`src/rtl/key_command_scheduler_if.sv`:
```
// Command handshake between the key scheduler (master) and the game FSM (slave).
// The consumer takes the head command when cmd_valid && cmd_ready.
interface key_command_scheduler_if;
  logic       cmd_valid;
  logic       cmd_ready;
  logic [2:0] cmd;

  modport master (output cmd_valid, output cmd, input cmd_ready);
  modport slave  (input cmd_valid, input cmd, output cmd_ready);
endinterface

```
`src/rtl/key_command_scheduler.sv`:
```
// Turns PS/2 key make edges into one-shot game commands queued in a small FIFO.
// Optional auto-repeat of the last pressed key is built when AUTO_REPEAT_EN is defined.
module key_command_scheduler #(
  parameter int DEPTH         = 4,
  parameter int REPEAT_DELAY  = 50000,
  parameter int REPEAT_PERIOD = 10000
) (
  input  logic                           clk_i,
  input  logic                           rst_i,
  input  logic [2:0]                     key_i,
  input  logic                           key_state_i,
  input  logic                           enable_i,
  input  logic                           flush_i,
  key_command_scheduler_if.master        cmd_if,
  output logic [4:0]                     held_o,
  output logic                           overflow_o
);

  localparam int AW = $clog2(DEPTH);
  localparam logic [AW:0] FULL_CNT = (AW+1)'(DEPTH);

  if (DEPTH < 2 || (DEPTH & (DEPTH - 1)) != 0) begin : g_bad_depth
    $error("DEPTH must be a power of two >= 2");
  end
  if (REPEAT_DELAY < 1 || REPEAT_PERIOD < 1) begin : g_bad_repeat
    $error("REPEAT_DELAY and REPEAT_PERIOD must be >= 1");
  end

  logic [3:0]    prev_q;
  logic [4:0]    held_q, held_d;
  logic          overflow_q;
  logic [2:0]    mem_q [DEPTH];
  logic [AW-1:0] wr_ptr_q, rd_ptr_q;
  logic [AW:0]   count_q;

  logic       key_ok, key_event, fresh_make, key_break;
  logic       press_push, rep_push, push_req, push_ok, pop;
  logic [4:0] key_oh;
  logic [2:0] rep_cmd, push_cmd;

  always_comb begin
    key_ok = (key_i >= 3'd1) && (key_i <= 3'd5);
    key_oh = '0;
    if (key_ok) key_oh = 5'd1 << (key_i - 3'd1);
    key_event  = key_ok && ({key_i, key_state_i} != prev_q);
    fresh_make = key_event && key_state_i && ((held_q & key_oh) == '0);
    key_break  = key_event && !key_state_i;
    press_push = fresh_make && enable_i;
    held_d = held_q;
    if (key_event) held_d = key_state_i ? (held_q | key_oh) : (held_q & ~key_oh);
  end

`ifdef AUTO_REPEAT_EN
  // state      | meaning
  // REP_IDLE   | no key being auto-repeated
  // REP_DELAY  | rep_key held, waiting out the initial delay
  // REP_REPEAT | rep_key held, pushing once per period
  localparam int RMAX = (REPEAT_DELAY > REPEAT_PERIOD) ? REPEAT_DELAY : REPEAT_PERIOD;
  localparam int RCW  = $clog2(RMAX + 1);
  localparam logic [RCW-1:0] DELAY_LD  = RCW'(REPEAT_DELAY - 1);
  localparam logic [RCW-1:0] PERIOD_LD = RCW'(REPEAT_PERIOD - 1);

  typedef enum logic [1:0] {REP_IDLE, REP_DELAY, REP_REPEAT} rep_state_e;
  rep_state_e     rep_state_q;
  logic [2:0]     rep_key_q;
  logic [RCW-1:0] rep_cnt_q;

  // Terminal count doubles as the repeat tick; a simultaneous press push wins.
  assign rep_push = (rep_state_q != REP_IDLE) && (rep_cnt_q == '0) && enable_i && !press_push;
  assign rep_cmd  = rep_key_q;

  always_ff @(posedge clk_i) begin
    if (rst_i) begin
      rep_state_q <= REP_IDLE;
      rep_key_q   <= '0;
      rep_cnt_q   <= '0;
    end else if (key_break && key_i == rep_key_q && rep_state_q != REP_IDLE) begin
      rep_state_q <= REP_IDLE;
    end else if (press_push) begin
      rep_state_q <= REP_DELAY;
      rep_key_q   <= key_i;
      rep_cnt_q   <= DELAY_LD;
    end else begin
      case (rep_state_q)
        REP_DELAY, REP_REPEAT: begin
          if (rep_cnt_q == '0) begin
            rep_state_q <= REP_REPEAT;
            rep_cnt_q   <= PERIOD_LD;
          end else begin
            rep_cnt_q <= rep_cnt_q - 1'b1;
          end
        end
        default: ;
      endcase
    end
  end
`else
  assign rep_push = 1'b0;
  assign rep_cmd  = '0;
`endif

  always_comb begin
    push_req = press_push || rep_push;
    push_cmd = press_push ? key_i : rep_cmd;
    pop      = (count_q != '0) && cmd_if.cmd_ready;
    // A pop in the same cycle frees the slot a full FIFO would otherwise refuse.
    push_ok  = push_req && ((count_q != FULL_CNT) || pop);
  end

  always_ff @(posedge clk_i) begin
    if (rst_i) begin
      prev_q     <= '0;
      held_q     <= '0;
      overflow_q <= 1'b0;
      wr_ptr_q   <= '0;
      rd_ptr_q   <= '0;
      count_q    <= '0;
    end else begin
      prev_q <= {key_i, key_state_i};
      held_q <= held_d;
      if (flush_i) begin
        overflow_q <= 1'b0;
        wr_ptr_q   <= '0;
        rd_ptr_q   <= '0;
        count_q    <= '0;
      end else begin
        if (push_ok) wr_ptr_q <= wr_ptr_q + 1'b1;
        if (pop)     rd_ptr_q <= rd_ptr_q + 1'b1;
        if (push_req && !push_ok) overflow_q <= 1'b1;
        if (push_ok && !pop)      count_q <= count_q + 1'b1;
        else if (pop && !push_ok) count_q <= count_q - 1'b1;
      end
    end
  end

  always_ff @(posedge clk_i) begin
    if (!rst_i && !flush_i && push_ok) mem_q[wr_ptr_q] <= push_cmd;
  end

  assign cmd_if.cmd_valid = (count_q != '0);
  assign cmd_if.cmd       = (count_q != '0) ? mem_q[rd_ptr_q] : 3'd0;
  assign held_o           = held_q;
  assign overflow_o       = overflow_q;

endmodule
```
`src/flat_wrapper.sv`:
```
// flat-port wrapper written by rule: the top's interface ports become plain ports
module key_command_scheduler_flat 
#(
  parameter int DEPTH         = 4,
  parameter int REPEAT_DELAY  = 50000,
  parameter int REPEAT_PERIOD = 10000
)
  (clk_i, rst_i, key_i, key_state_i, enable_i, flush_i, held_o, overflow_o, cmd_if_cmd_valid, cmd_if_cmd, cmd_if_cmd_ready);
  key_command_scheduler_if cmd_if_i ();
  input  logic clk_i;
  input  logic rst_i;
  input  logic [2:0] key_i;
  input  logic key_state_i;
  input  logic enable_i;
  input  logic flush_i;
  output logic [4:0] held_o;
  output logic overflow_o;
  output wire logic [$bits(cmd_if_i.cmd_valid)-1:0] cmd_if_cmd_valid;
  output wire logic [$bits(cmd_if_i.cmd)-1:0] cmd_if_cmd;
  input wire logic [$bits(cmd_if_i.cmd_ready)-1:0] cmd_if_cmd_ready;
  assign cmd_if_cmd_valid = cmd_if_i.cmd_valid;
  assign cmd_if_cmd = cmd_if_i.cmd;
  assign cmd_if_i.cmd_ready = cmd_if_cmd_ready;
  key_command_scheduler #(.DEPTH(DEPTH), .REPEAT_DELAY(REPEAT_DELAY), .REPEAT_PERIOD(REPEAT_PERIOD)) u_core (.clk_i(clk_i), .rst_i(rst_i), .key_i(key_i), .key_state_i(key_state_i), .enable_i(enable_i), .flush_i(flush_i), .cmd_if(cmd_if_i), .held_o(held_o), .overflow_o(overflow_o));
endmodule
```
`config.mk`:
```
export PLATFORM = sky130hd
export DESIGN_NAME = key_command_scheduler_flat
export DESIGN_NICKNAME = d
export VERILOG_FILES = /design/src/rtl/key_command_scheduler_if.sv /design/src/rtl/key_command_scheduler.sv /design/src/flat_wrapper.sv
export SDC_FILE = /design/constraint.sdc
export NUM_CORES = 1
export LEC_CHECK = 0
export BUFFER_PORTS_ARGS = -buffer_cell sky130_fd_sc_hd__buf_2
export CORE_MARGIN = 8
export CORE_UTILIZATION = 60
export DETAILED_ROUTE_END_ITERATION = 12
export GPL_TIMING_DRIVEN = 0
export MAX_ROUTING_LAYER = met4
export PLACE_DENSITY = 0.82
export SLEW_MARGIN = 20
export SYNTH_ARGS = -nofsm -noshare
export SYNTH_HDL_FRONTEND = slang
export SYNTH_SLANG_ARGS = --single-unit
```
`constraint.sdc`:
```
create_clock -name clk_i -period 4.4 [get_ports clk_i]
set_input_delay 1.1 -clock clk_i [delete_from_list [all_inputs] [get_ports clk_i]]
set_output_delay 1.1 -clock clk_i [all_outputs]
set_load 0.03 [all_outputs]
```
==> out/qor.csv <==
metric;value;unit
Clk Latency, worst-skew pair;0.33;ns
Post-synth EDFFs;12;
Hold-fix buffers, CTS;0;
Via Count;925;
final core utilization;73.2;%
fin cells;173;
Syn Area/Cell;11.8;um^2
initial core utilization;64.4;%
Detailed Place HPWL;1800;um
Post-DRT Antenna Nets;0;
#FFs+latches synth;31;
placed cells;165;
die width;65.0;um
Max FO, Critical Path;9;
Num CTS Buffers;5;
n_diodes;0;
PwrDens;369;mW/mm^2
vias in the first global route;939;
clock slew at reported path FFs;0.10;ns
layout cell share with drive strength beyond 1;24.1;%
Distinct cells, synth;35;
die area;0.00422;mm^2
DR vias/cell;5.35;
TritonCTS clock tree;done;
synth cell count leaders;19 x dfxtp_1, 13 x nor2_1, 12 x edfxtp_1, 8 x mux2i_1, 8 x xor2_1;
hold violation count in the final report;0;
Max VDD drop;0.000422;V
most used cell, CP;xor2_1;
worst slack, placed;0.772;ns
worst-case clock buffer depth;2;
Leak;0.671;nW
post-cts sizing count;0;
maxcap violations;0;
area leader, netlist;dfxtp_1;
fmax;306;MHz
register area share after synthesis;51.5;%
Die H;65.0;um
IO Pins;19;
crit path cell chain;buf_2 > xor2_1 > nor4_4 > a211oi_2 > and2_4 > buf_6 > ha_1 > inv_1 > fa_1 > xor2_1 > or3_1 > a21oi_1;
Comb pwr share;10.9;%
H-tree depth;2;
min-delay worst type;flop to flop;
post-synth top area share;26.5;%
status;completed;
Core Footprint;0.00223;mm^2
Slew Limit Fails;0;
synth top area cells;dfxtp_1 26%, edfxtp_1 25%, mux2i_1 5.6%;
routability cong.;0.731;
Ys Warns;0;
Startpoint Class;primary input;
# nets final;159;
Initial DRC Count;24;
PortBufs;15;
setup TNS;0;ns
Netlist Area Pre-Place;0.00144;mm^2
total power draw;0.603;mW
pin count of the biggest net entering global routing;11;
Filler Cell Count;177;
Layout area overhead;13.7;%
Min Clock Period, post-route;3.26;ns
CP Class;primary input to flop;
clk root buf;clkbuf_4;
DR WL/cell;13.7;um
Arr. time, crit path;3.53;ns
DRC;0;
Internal;0.464;mW
# clock sinks;31;
Worst path max stage delay;0.37;ns
final setup violation count;0;
total wire length;2370;um
clock share of power;38.0;%
first-pass GRT wire length;4000;um
Overflow after GRT;0;
GR Util All Layers;12.5;%
Reg power frac;51.1;%
Slew @ Worst Pin;0.422;ns
drt pass-1 iters;4;
Sw Ratio;23.0;%
CP Capture Type;flop;
top-count cell post-synth;dfxtp_1;
Worst Skew;0.00693;ns
P_sw;0.139;mW
worst rel slew slack;71.9;%
Site Rows;17;
Post-Syn Instances;122;
register area;741;um^2
setup bufs post-CTS;0;
Period Utilization, post-route;74.2;%
predominant post-synthesis flop cell;dfxtp_1;
Multi-input gate area;642;um^2
Synth async-reset ratio;0;%
initial antenna violation count;0;
synthesized net count;137;
Max stage delay cell, worst path;fa_1;
worst setup margin;1.14;ns
Critical Path RT;4.66;ns
unrepaired setup endpoints after global routing;false;
-- worst max-delay path: cells and delay by family --
family / cells / cell delay (ns)
adder cells (fa/ha/maj): 2 / 0.55
AND/OR/NAND/NOR: 3 / 0.61
buffers and inverters: 3 / 0.34
AO/OA/AOI/OAI: 2 / 0.50
XOR/XNOR: 2 / 0.43
-- cells by family (layout without fill, tap and decap cells) --
logic type,count (synthesis),in the layout,synth area share [%]
buffers and inverters,10,33,3.83
adder cells (fa/ha/maj),6,6,5.74
flip-flops,31,31,51.5
XOR/XNOR,8,8,4.87
AND/OR/NAND/NOR,47,47,19.3
multiplexers,11,11,10.3
AO/OA/AOI/OAI,9,9,4.44
-- per-stage QoR --
stage | hold WS [ns] | area, um^2
6_report | 0.491 | 1630
5_1_grt | 0.530 | 1630
4_1_cts | 0.490 | 1630
3_5_place_dp | 0.468 | 1550
3_3_place_gp | 0.449 | 1550
2_1_floorplan | 0.462 | 1440
-- metal layers --
metal	vias up	share of wire [%]	track usage [%]
li1	473	-	-
met1	425	45	13.1
met2	20	50	20.5
met3	7	3.4	3.26
met4	0	2.4	7.90
met5	-	0	-
-- area by class of cell --
type | count | area share (%)
buffer | 7 | 2.68
tap | 28 | 2.14
inverter | 3 | 0.689
sequential | 31 | 45.3
clock inverter | 2 | 2.14
timing repair buffer | 15 | 4.59
multi-input combinational | 81 | 39.3
clock buffer | 6 | 3.14
-- power by group through the flow --
stage | Sequential, mW | Clock, mW | Combinational (mW)
4_1_cts | 0.308 | 0.230 | 0.0667
3_3_place_gp | 0.314 | 0 | 0.0638
3_5_place_dp | 0.315 | 0 | 0.0661
5_1_grt | 0.309 | 0.242 | 0.0720
2_1_floorplan | 0.317 | 0 | 0.0477
6_report | 0.308 | 0.229 | 0.0658
-- final timing paths --
check | from | end | slack [ns] | cells past startpoint
max reg2reg | u_core.prev_q[0] | u_core.count_q[2] | 1.75 | 11
min reg2reg | u_core.overflow_o | u_core.overflow_o | 0.49 | 2
min | u_core.overflow_o | u_core.overflow_o | 0.49 | 2
max | key_i[2] | u_core.count_q[2] | 1.14 | 12
-- placed cells by master (no fill, tap or decap), types with 2 or more instances in the layout --
| cell | synthesis | layout |
|---|---|---|
| xor2_1 | 8 | 8 |
| or3_1 | 2 | 2 |
| buf_6 | 2 | 2 |
| nor3b_1 | 2 | 2 |
| inv_1 | 3 | 3 |
| ha_1 | 5 | 5 |
| nor4b_1 | 2 | 2 |
| clkbuf_4 | 0 | 5 |
| mux2i_1 | 8 | 8 |
| nand2_1 | 4 | 4 |
| dfxtp_1 | 19 | 19 |
| a21oi_1 | 2 | 2 |
| and3_1 | 4 | 4 |
| clkbuf_1 | 3 | 3 |
| edfxtp_1 | 12 | 12 |
| buf_2 | 2 | 17 |
| nor2_1 | 13 | 13 |
| and2_1 | 6 | 6 |
| mux4_2 | 3 | 3 |
| nor2b_1 | 6 | 6 |
No activity file was read; power rests on OpenSTA's default activity.
